**src/rtl/pipe_hazard_ctrl.sv**
```systemverilog
// -----------------------------------------------------------------------------
// pipe_hazard_ctrl
//
// Pipeline hazard and stall controller for the five-stage MIPS core.
// It generates the load enables and bubble (flush) controls for the PC, IF/ID,
// ID/EX and EX/MEM segment registers. It also sequences multi-cycle
// multiply/divide occupancy of the EX stage with a small counter FSM
// (IDLE -> BUSY -> DONE).
//
// Optional feature macro: DIV_EARLY_DONE_EN
//   When defined, div_done from the divider ends the BUSY phase of a divide
//   early. When undefined, div_done is ignored and the divide latency is fixed.
//
// Ports:
//   clk, resetn             clock; synchronous active-low reset
//   id_rs, id_rt            source register numbers of the ID instruction
//   id_use_rs, id_use_rt    ID instruction really reads rs / rt
//   ex_regwen, ex_wreg      EX writes a register; destination (bit5 = HI/LO)
//   ex_load                 EX instruction is a load
//   ex_mul, ex_div          EX instruction is a multiply / divide
//   div_done                divider result ready (early-done feature only)
//   inst_stall, data_stall  instruction / data bus not ready
//   exc_flush               exception or ERET committed in MEM
//   pc_en .. ex_mem_en      segment load enables (combinational)
//   *_flush                 load a bubble into the segment (combinational)
//   muldiv_start            one-cycle start pulse to the mul/div unit
//   muldiv_busy             registered, high while the FSM is in BUSY
// -----------------------------------------------------------------------------
module pipe_hazard_ctrl #(
  parameter int MUL_CYCLES = 2,
  parameter int DIV_CYCLES = 33,
  parameter int CNT_W      = 6
) (
  input  logic       clk,
  input  logic       resetn,
  input  logic [4:0] id_rs,
  input  logic [4:0] id_rt,
  input  logic       id_use_rs,
  input  logic       id_use_rt,
  input  logic       ex_regwen,
  input  logic [5:0] ex_wreg,
  input  logic       ex_load,
  input  logic       ex_mul,
  input  logic       ex_div,
  input  logic       div_done,
  input  logic       inst_stall,
  input  logic       data_stall,
  input  logic       exc_flush,
  output logic       pc_en,
  output logic       if_id_en,
  output logic       id_ex_en,
  output logic       ex_mem_en,
  output logic       if_id_flush,
  output logic       id_ex_flush,
  output logic       ex_mem_flush,
  output logic       muldiv_start,
  output logic       muldiv_busy
);

  typedef enum logic [1:0] {
    ST_IDLE = 2'd0,
    ST_BUSY = 2'd1,
    ST_DONE = 2'd2
  } state_e;

  localparam logic [CNT_W-1:0] MUL_LOAD = CNT_W'(MUL_CYCLES - 1);
  localparam logic [CNT_W-1:0] DIV_LOAD = CNT_W'(DIV_CYCLES - 1);
  localparam logic [CNT_W-1:0] CNT_ZERO = CNT_W'(0);
  localparam logic [CNT_W-1:0] CNT_ONE  = CNT_W'(1);

  state_e           state_q, state_d;
  logic [CNT_W-1:0] cnt_q, cnt_d;
  logic             busy_q, busy_d;

  logic start_s;
  logic md_hold_s;
  logic rs_match_s;
  logic rt_match_s;
  logic lu_hazard_s;
  logic busy_exit_s;

`ifdef DIV_EARLY_DONE_EN
  // Remembers whether the operation in flight is a divide, so that div_done
  // cannot cut a multiply short.
  logic is_div_q, is_div_d;
`else
  logic unused_div_done_s;
  assign unused_div_done_s = div_done;
`endif

  // Start of a mul/div: only from IDLE, and never while the pipe is being
  // flushed or frozen by the data bus (the instruction would not be in EX).
  assign start_s   = (state_q == ST_IDLE) & (ex_mul | ex_div) & ~exc_flush & ~data_stall;
  assign md_hold_s = start_s | (state_q == ST_BUSY);

  // Load-use hazard: HI/LO destinations (bit5) and $zero never create one.
  assign rs_match_s  = id_use_rs & (id_rs == ex_wreg[4:0]);
  assign rt_match_s  = id_use_rt & (id_rt == ex_wreg[4:0]);
  assign lu_hazard_s = ex_load & ex_regwen & ~ex_wreg[5] & (ex_wreg[4:0] != 5'd0)
                     & (rs_match_s | rt_match_s);

`ifdef DIV_EARLY_DONE_EN
  assign busy_exit_s = (cnt_q == CNT_ZERO) | (is_div_q & div_done);
`else
  assign busy_exit_s = (cnt_q == CNT_ZERO);
`endif

  // FSM next-state and counter logic.
  always_comb begin
    state_d = state_q;
    cnt_d   = cnt_q;
    if (!resetn || exc_flush) begin
      state_d = ST_IDLE;
      cnt_d   = CNT_ZERO;
    end else begin
      case (state_q)
        ST_IDLE: begin
          if (start_s) begin
            state_d = ST_BUSY;
            cnt_d   = ex_div ? DIV_LOAD : MUL_LOAD;
          end else begin
            state_d = ST_IDLE;
          end
        end
        ST_BUSY: begin
          // The counter keeps running under data_stall; the unit is
          // independent of the memory stage.
          if (busy_exit_s) begin
            state_d = ST_DONE;
            cnt_d   = CNT_ZERO;
          end else begin
            cnt_d = cnt_q - CNT_ONE;
          end
        end
        ST_DONE: begin
          // Hold DONE until the pipe can actually advance the result.
          if (!data_stall) begin
            state_d = ST_IDLE;
          end else begin
            state_d = ST_DONE;
          end
        end
        default: begin
          state_d = ST_IDLE;
          cnt_d   = CNT_ZERO;
        end
      endcase
    end
  end

  assign busy_d = (state_d == ST_BUSY);

`ifdef DIV_EARLY_DONE_EN
  // Operation-type capture for the early-done path.
  always_comb begin
    is_div_d = is_div_q;
    if (!resetn || exc_flush) begin
      is_div_d = 1'b0;
    end else if (start_s) begin
      is_div_d = ex_div;
    end else begin
      is_div_d = is_div_q;
    end
  end

  // Operation-type register.
  always_ff @(posedge clk) begin
    is_div_q <= is_div_d;
  end
`endif

  // FSM state, counter and busy flag registers (reset handled in next-state).
  always_ff @(posedge clk) begin
    state_q <= state_d;
    cnt_q   <= cnt_d;
    busy_q  <= busy_d;
  end

  assign muldiv_busy = busy_q;

  // Segment enable / flush priority decode.
  always_comb begin
    pc_en        = 1'b1;
    if_id_en     = 1'b1;
    id_ex_en     = 1'b1;
    ex_mem_en    = 1'b1;
    if_id_flush  = 1'b0;
    id_ex_flush  = 1'b0;
    ex_mem_flush = 1'b0;
    muldiv_start = 1'b0;
    if (!resetn) begin
      pc_en        = 1'b0;
      if_id_en     = 1'b0;
      id_ex_en     = 1'b0;
      ex_mem_en    = 1'b0;
      if_id_flush  = 1'b1;
      id_ex_flush  = 1'b1;
      ex_mem_flush = 1'b1;
    end else if (exc_flush) begin
      if_id_flush  = 1'b1;
      id_ex_flush  = 1'b1;
      ex_mem_flush = 1'b1;
    end else if (data_stall) begin
      pc_en     = 1'b0;
      if_id_en  = 1'b0;
      id_ex_en  = 1'b0;
      ex_mem_en = 1'b0;
    end else if (md_hold_s) begin
      // Freeze everything up to EX and push bubbles into MEM while the
      // multi-cycle op occupies EX.
      pc_en        = 1'b0;
      if_id_en     = 1'b0;
      id_ex_en     = 1'b0;
      ex_mem_flush = 1'b1;
      muldiv_start = start_s;
    end else if (lu_hazard_s) begin
      pc_en       = 1'b0;
      if_id_en    = 1'b0;
      id_ex_flush = 1'b1;
    end else if (inst_stall) begin
      pc_en       = 1'b0;
      if_id_flush = 1'b1;
    end else begin
      muldiv_start = 1'b0;
    end
  end

endmodule

```
**config.mk**
```make
export PLATFORM = sky130hd
export DESIGN_NAME = pipe_hazard_ctrl
export DESIGN_NICKNAME = d
export VERILOG_FILES = /design/src/rtl/pipe_hazard_ctrl.sv
export SDC_FILE = /design/constraint.sdc
export NUM_CORES = 1
export LEC_CHECK = 0
export ABC_AREA = 1
export ABC_CLOCK_PERIOD_IN_PS = 1150
export BUFFER_PORTS_ARGS = -buffer_cell sky130_fd_sc_hd__buf_2
export CORE_MARGIN = 3
export CORE_UTILIZATION = 30
export DETAILED_ROUTE_END_ITERATION = 8
export GPL_ROUTABILITY_DRIVEN = 1
export PLACE_DENSITY = 0.61
export REMOVE_ABC_BUFFERS = 1
export SLEW_MARGIN = 10
export SYNTH_ARGS = -nofsm -noshare
export SYNTH_HDL_FRONTEND = slang
export SYNTH_SLANG_ARGS = --single-unit
```
**constraint.sdc**
```tcl
create_clock -name clk -period 1.15 [get_ports clk]
set_input_delay 0 -clock clk [delete_from_list [all_inputs] [get_ports clk]]
set_output_delay 0 -clock clk [all_outputs]
set_load 0.005 [all_outputs]
```
; Word-level counts from Yosys, hierarchy flattened
; Cells that the tools add are included.
[classes]
addsub = 1
n_eq_ne = 6
muxes = 46
bitwise_logic = 16
n_reduce_logical = 6
[op_table]
columns = op, count
row1 = 1-bit two-way mux, 38
row2 = 6-bit two-way mux, 3
row3 = 6-bit one-hot mux with 3 select lines, 1
row4 = 5-bit equality test, 2
row5 = 1-bit AND, 9
row6 = 6-bit logical NOT, 1
row7 = 2-bit two-way mux, 3
row8 = 2-bit one-hot mux with 3 select lines, 1
row9 = "6-bit by 1-bit subtractor with 6-bit output, second input constant", 1
row10 = 5-bit nonzero test, 1
row11 = "2-bit by 1-bit equality test with 1-bit output, second input constant", 2
row12 = 1-bit inverter, 4
row13 = 1-bit OR, 3
row14 = "2-bit equality test, second input constant", 1
row15 = 2-bit logical NOT, 1
row16 = "2-bit inequality test, second input constant", 1
row17 = 2-bit AND reduction, 1
row18 = 1-bit logical NOT, 1
row19 = 1-bit logical OR, 1
[word_totals]
register_bits = 9
in_bits = 28
output_inout_bits = 9
elab_cells = 78

; Logic depth before layout (Yosys ltp)
[depth]
depth_word = 9
mapped_depth = 11

; Worst setup path after synthesis
; Ideal clock, no wire load.
[synth_timing]
path_type = register to register
start = register cnt_q[0]
end = register cnt_q[5]
setup_ns = 0.121
t_arrival_ns = 1.147
t_required_ns = 1.029
slack_ns = -0.118
path_stages_with_launch = 12
n_path_buf = 0
path_cell_list = dfxtp_1 -> inv_1 -> ha_1 -> nand2_1 -> nor2_1 -> nand3_1 -> nand2_2 -> inv_2 -> nand3_1 -> nand2_1 -> nand2_1 -> a21oi_1
[synth_between]
elab_chain_cells = 3
elab_cells_between_ends = 4
cone_classes = add/sub: 1 / mux: 2 / reduce/logical: 1
[synth_rtl]
columns = element, line_no
row1 = from (decl), 72  ; logic [CNT_W-1:0] cnt_q, cnt_d;
row2 = from (signal assigned), 175  ; cnt_q <= cnt_d;
row3 = 6-bit by 1-bit subtractor with 6-bit output or 6-bit logical NOT (tied branches), "132, 105"
row4 = 6-bit two-way mux *, 128  ; if (busy_exit_s) begin
row5 = 6-bit one-hot mux with 3 select lines *, 116  ; case (state_q)
; Mark *: on every way between the ends. The rest lies on a longest branch, timed or not.
; A chain may end at the register's enable or synchronous reset.

; Worst setup path after layout
[layout_timing]
start = register state_q[0]
end = output if_id_en
[layout_between]
elab_chain_cells = 9
elab_cells_between_ends = 10
cone_classes = eq/ne: 1 / mux: 4 / bitwise: 4 / reduce/logical: 1
[layout_rtl]
columns = element, line_no
row1 = from (decl), 71  ; state_e state_q, state_d;
row2 = from (signal assigned), 174  ; state_q <= state_d;
row3 = 2-bit logical NOT, 93  ; assign start_s = (state_q == ST_IDLE) & (ex_mul | ex_div) & ~exc_flush & ~data_stall;
row4 = 1-bit AND (3 in a row), 93
row5 = 1-bit OR *, 94  ; assign md_hold_s = start_s | (state_q == ST_BUSY);
row6 = 1-bit two-way mux *, 208  ; end else if (md_hold_s) begin
row7 = 1-bit two-way mux *, 203  ; end else if (data_stall) begin
row8 = 1-bit two-way mux *, 199  ; end else if (exc_flush) begin
row9 = 1-bit two-way mux *, 191  ; if (!resetn) begin
row10 = to (decl), 50  ; output logic if_id_en,
; Marks and branches as above.

==> flow_summary_export.csv <==
group,metric,value,unit
drt,dr.pass1.iters,4,
synth,ys.flop_type,"dfxtp_1",
power,powerDensity,713,nW/um2
synth,synth_cell_types,20,
clock_tree,cts_tree,"done",
drt,viasPerCell,4.33,
power,p_leak,0.726,nW
synth,ys_async_sr_fraction,0,%
finish,final_layout_size_suffix_gt1_share,47.2,%
critical_path,worstPathArrival,1370,ps
synth,synth_edf_count,0,
worst_hold_path,min_path_type,"input port to flip-flop",
critical_path,cp-endpoint,"if_id_en",
floorplan,core-area,2520,um2
clock_tree,cts.sinks,9,
clock_tree,clock_path_buffers,2,
sta,fin_crit,1370,ps
floorplan,die_y,58.0,um
critical_path,startpoint,"state_q[0]",
critical_path,critPathKind,"flip-flop to output pin",
critical_path,reg2reg_depth,11,
clock_tree,clk_pin_slew,60,ps
outcome,status,"finished, violations left",
floorplan,die_width,58.0,um
critical_path,r2r_setup_slack,-120,ps
sta,fin_ws,-221,ps
synth,ys_seq_area_share,22.2,%
placement,dp_slack,-112,ps
critical_path,reg2reg_from,"cnt_q[0]",
drt,wl_per_cell,9.17,um
power,vdd_drop_max,0.000649,V
grt,overflow,0,
grt,antenna_found_initial,0,
sta,worst_slew_pin_slew,347,ps
critical_path,r2r_end,"cnt_q[5]",
critical_path,end_kind,"output pin",
finish,antenna_cells,0,
sta,final.period_utilization,119,%
sta,holdWs,57.9,ps
critical_path,path_max_fanout,3,
placement,dp.final_hpwl,1640,um
placement,io_buffers,35,
floorplan,dieArea,3360,um2
synth,syn_inst,144,
clock_tree,htreeDepth,1,
grt,grt_max_degree,10,
drt,detail_route.wirelength,2080,um
grt,grt.total_usage,11.7,%
sta,slew_headroom,76.9,%
placement,place.gp.congestion,0.820,
grt,grt_pass1_vias,864,
finish,area_growth,57.4,%
floorplan,ios,37,
sta,fmax,729,MHz
placement,place_area,1110,um2
clock_tree,cts-root-buf,"clkbuf_4",
synth,syn_avg_cell_area,5.63,um2
drt,routed-via-count,984,
sta,timing.final.hold_violations,0,
sta,finalSetupViolations,15,
grt,grt_first_pass_wirelength,3190,um
drt,drc,0,
floorplan,start_util,32.1,%
sta,slew_viol_final,0,
sta,fin_skew,3.57,ps
clock_tree,cts_buffers,3,
synth,synth_seq_cells,9,
drt,drt_iter0_drc,41,
critical_path,worst_setup_path_start_kind,"flip-flop",
run,cap_violations,0,
clock_tree,hold_buffers,0,
finish,final_cell_area,1280,um2
critical_path,required,1150,ps
sta,rsz0062_at_grt,"true",
synth,synth_area,811,um2
outcome,violations,"setup timing",
floorplan,rows,18,
finish,nNetsFinal,227,
synth,ys_warn_count,0,
clock_tree,clk_latency,270,ps
drt,ant_nets,0,
finish,fill_cells,255,
-- cell usage after synthesis (2+ instances only) --
cell      n  area share (%)
nor2_1   18             8.3
a21oi_1   8             4.9
nand2_2   6             4.6
xor2_1    2             2.2
inv_2     8             3.7
inv_1    25              12
dfxtp_1   9              22
nand3_1   7             4.3
nor2_2    4             3.1
o21ai_0   2             1.2
nand2_4   2             2.8
o21ai_1   3             1.9
nand4_1   4             3.1
nand2_1  40              19
-- per-stage QoR --
step	setup TNS, ps	utilization [%]	instances	power [mW]
global placement	-284	44.1	221	0.618
finish	-1770	50.6	227	0.910
detailed placement	-656	44.1	221	0.622
global route	-2990	50.6	227	0.975
floorplan	-501	-	144	0.491
CTS	-1920	46.7	225	0.879
-- worst min path at each step --
| stage | start | to | slack (ps) | cells past startpoint |
|---|---|---|---|---|
| after floorplan | data_stall | ex_mem_en | 60 | 1 |
| after global placement | resetn | if_id_en | 290 | 4 |
| after detailed placement | resetn | if_id_en | 300 | 4 |
| after CTS | data_stall | state_q[1] | 60 | 3 |
| after global routing | data_stall | state_q[1] | 80 | 3 |
| final | data_stall | state_q[1] | 60 | 3 |
-- registers in the layout, summed over array words and instances (netlist names) --
register and flops:
cnt_q 6, muldiv_busy 1, state_q 2
-- report_power, final --
| group | internal, mW | total, mW | switching (mW) |
|---|---|---|---|
| Clock | 0.134 | 0.246 | 0.112 |
| Combinational | 0.155 | 0.335 | 0.180 |
| Sequential | 0.320 | 0.329 | 0.00908 |
| Total | 0.609 | 0.910 | 0.301 |
-- critical path: stages (launching register included) --
cell and delay, ps:
dfxtp_4 360, nor2_4 130, o211ai_4 90, nand2_2 80, inv_2 40, nand2_2 60
inv_2 30, nand2_2 70, nand2_2 50, nand2_2 60, inv_1 40, buf_2 110
-- cell usage in the layout, fill, tap and decap left out, types with 5 or more instances in the layout --
cell type | netlist | routed
nor2_1 | 18 | 15
nand3_1 | 7 | 5
a21oi_1 | 8 | 5
inv_1 | 25 | 22
buf_2 | 0 | 35
nand2_1 | 40 | 39
dfxtp_1 | 9 | 5
nand2_2 | 6 | 5
buf_4 | 0 | 11
inv_2 | 8 | 11
-- metal layers --
layer  share of wire, %  wire (um)  vias up  global-route usage [%]
met5                  0          0        -                       0
met4                1.5         31        0                    4.97
met3                7.1        147        4                    1.56
met2                 47        977       25                    19.7
met1                 44        924      415                    14.9
li1                   -          -      540                       -
-- what timing repair did --
item	in CTS	in global routing
buffers inserted	0	2
pin swaps	4	11
resized for setup	14	18
endpoints found under the setup margin	15	16
-- cells by family (layout without fill, tap and decap cells) --
group                      Yosys count  in the layout  synth area share (%)
DFF                                  9              9                  22.2
buffers and inverters               34             87                  15.7
and+or+nand+nor                     83             83                  46.6
adders and majority gates            1              1                  1.54
xor gates and xnor gates             2              2                  2.16
AOI/OAI and AO/OA                   15             15                  11.7
-- final cells by class --
| class | count | area (um2) | share of cell area (%) |
|---|---|---|---|
| Multi-Input combinational cell | 101 | 606 | 47.5 |
| Timing Repair Buffer | 49 | 292 | 22.8 |
| Sequential cell | 9 | 188 | 14.7 |
| Inverter | 34 | 128 | 10.0 |
| Tap cell | 30 | 37.5 | 2.94 |
| Clock buffer | 4 | 26.3 | 2.06 |
(Power assumes the default switching activity.)
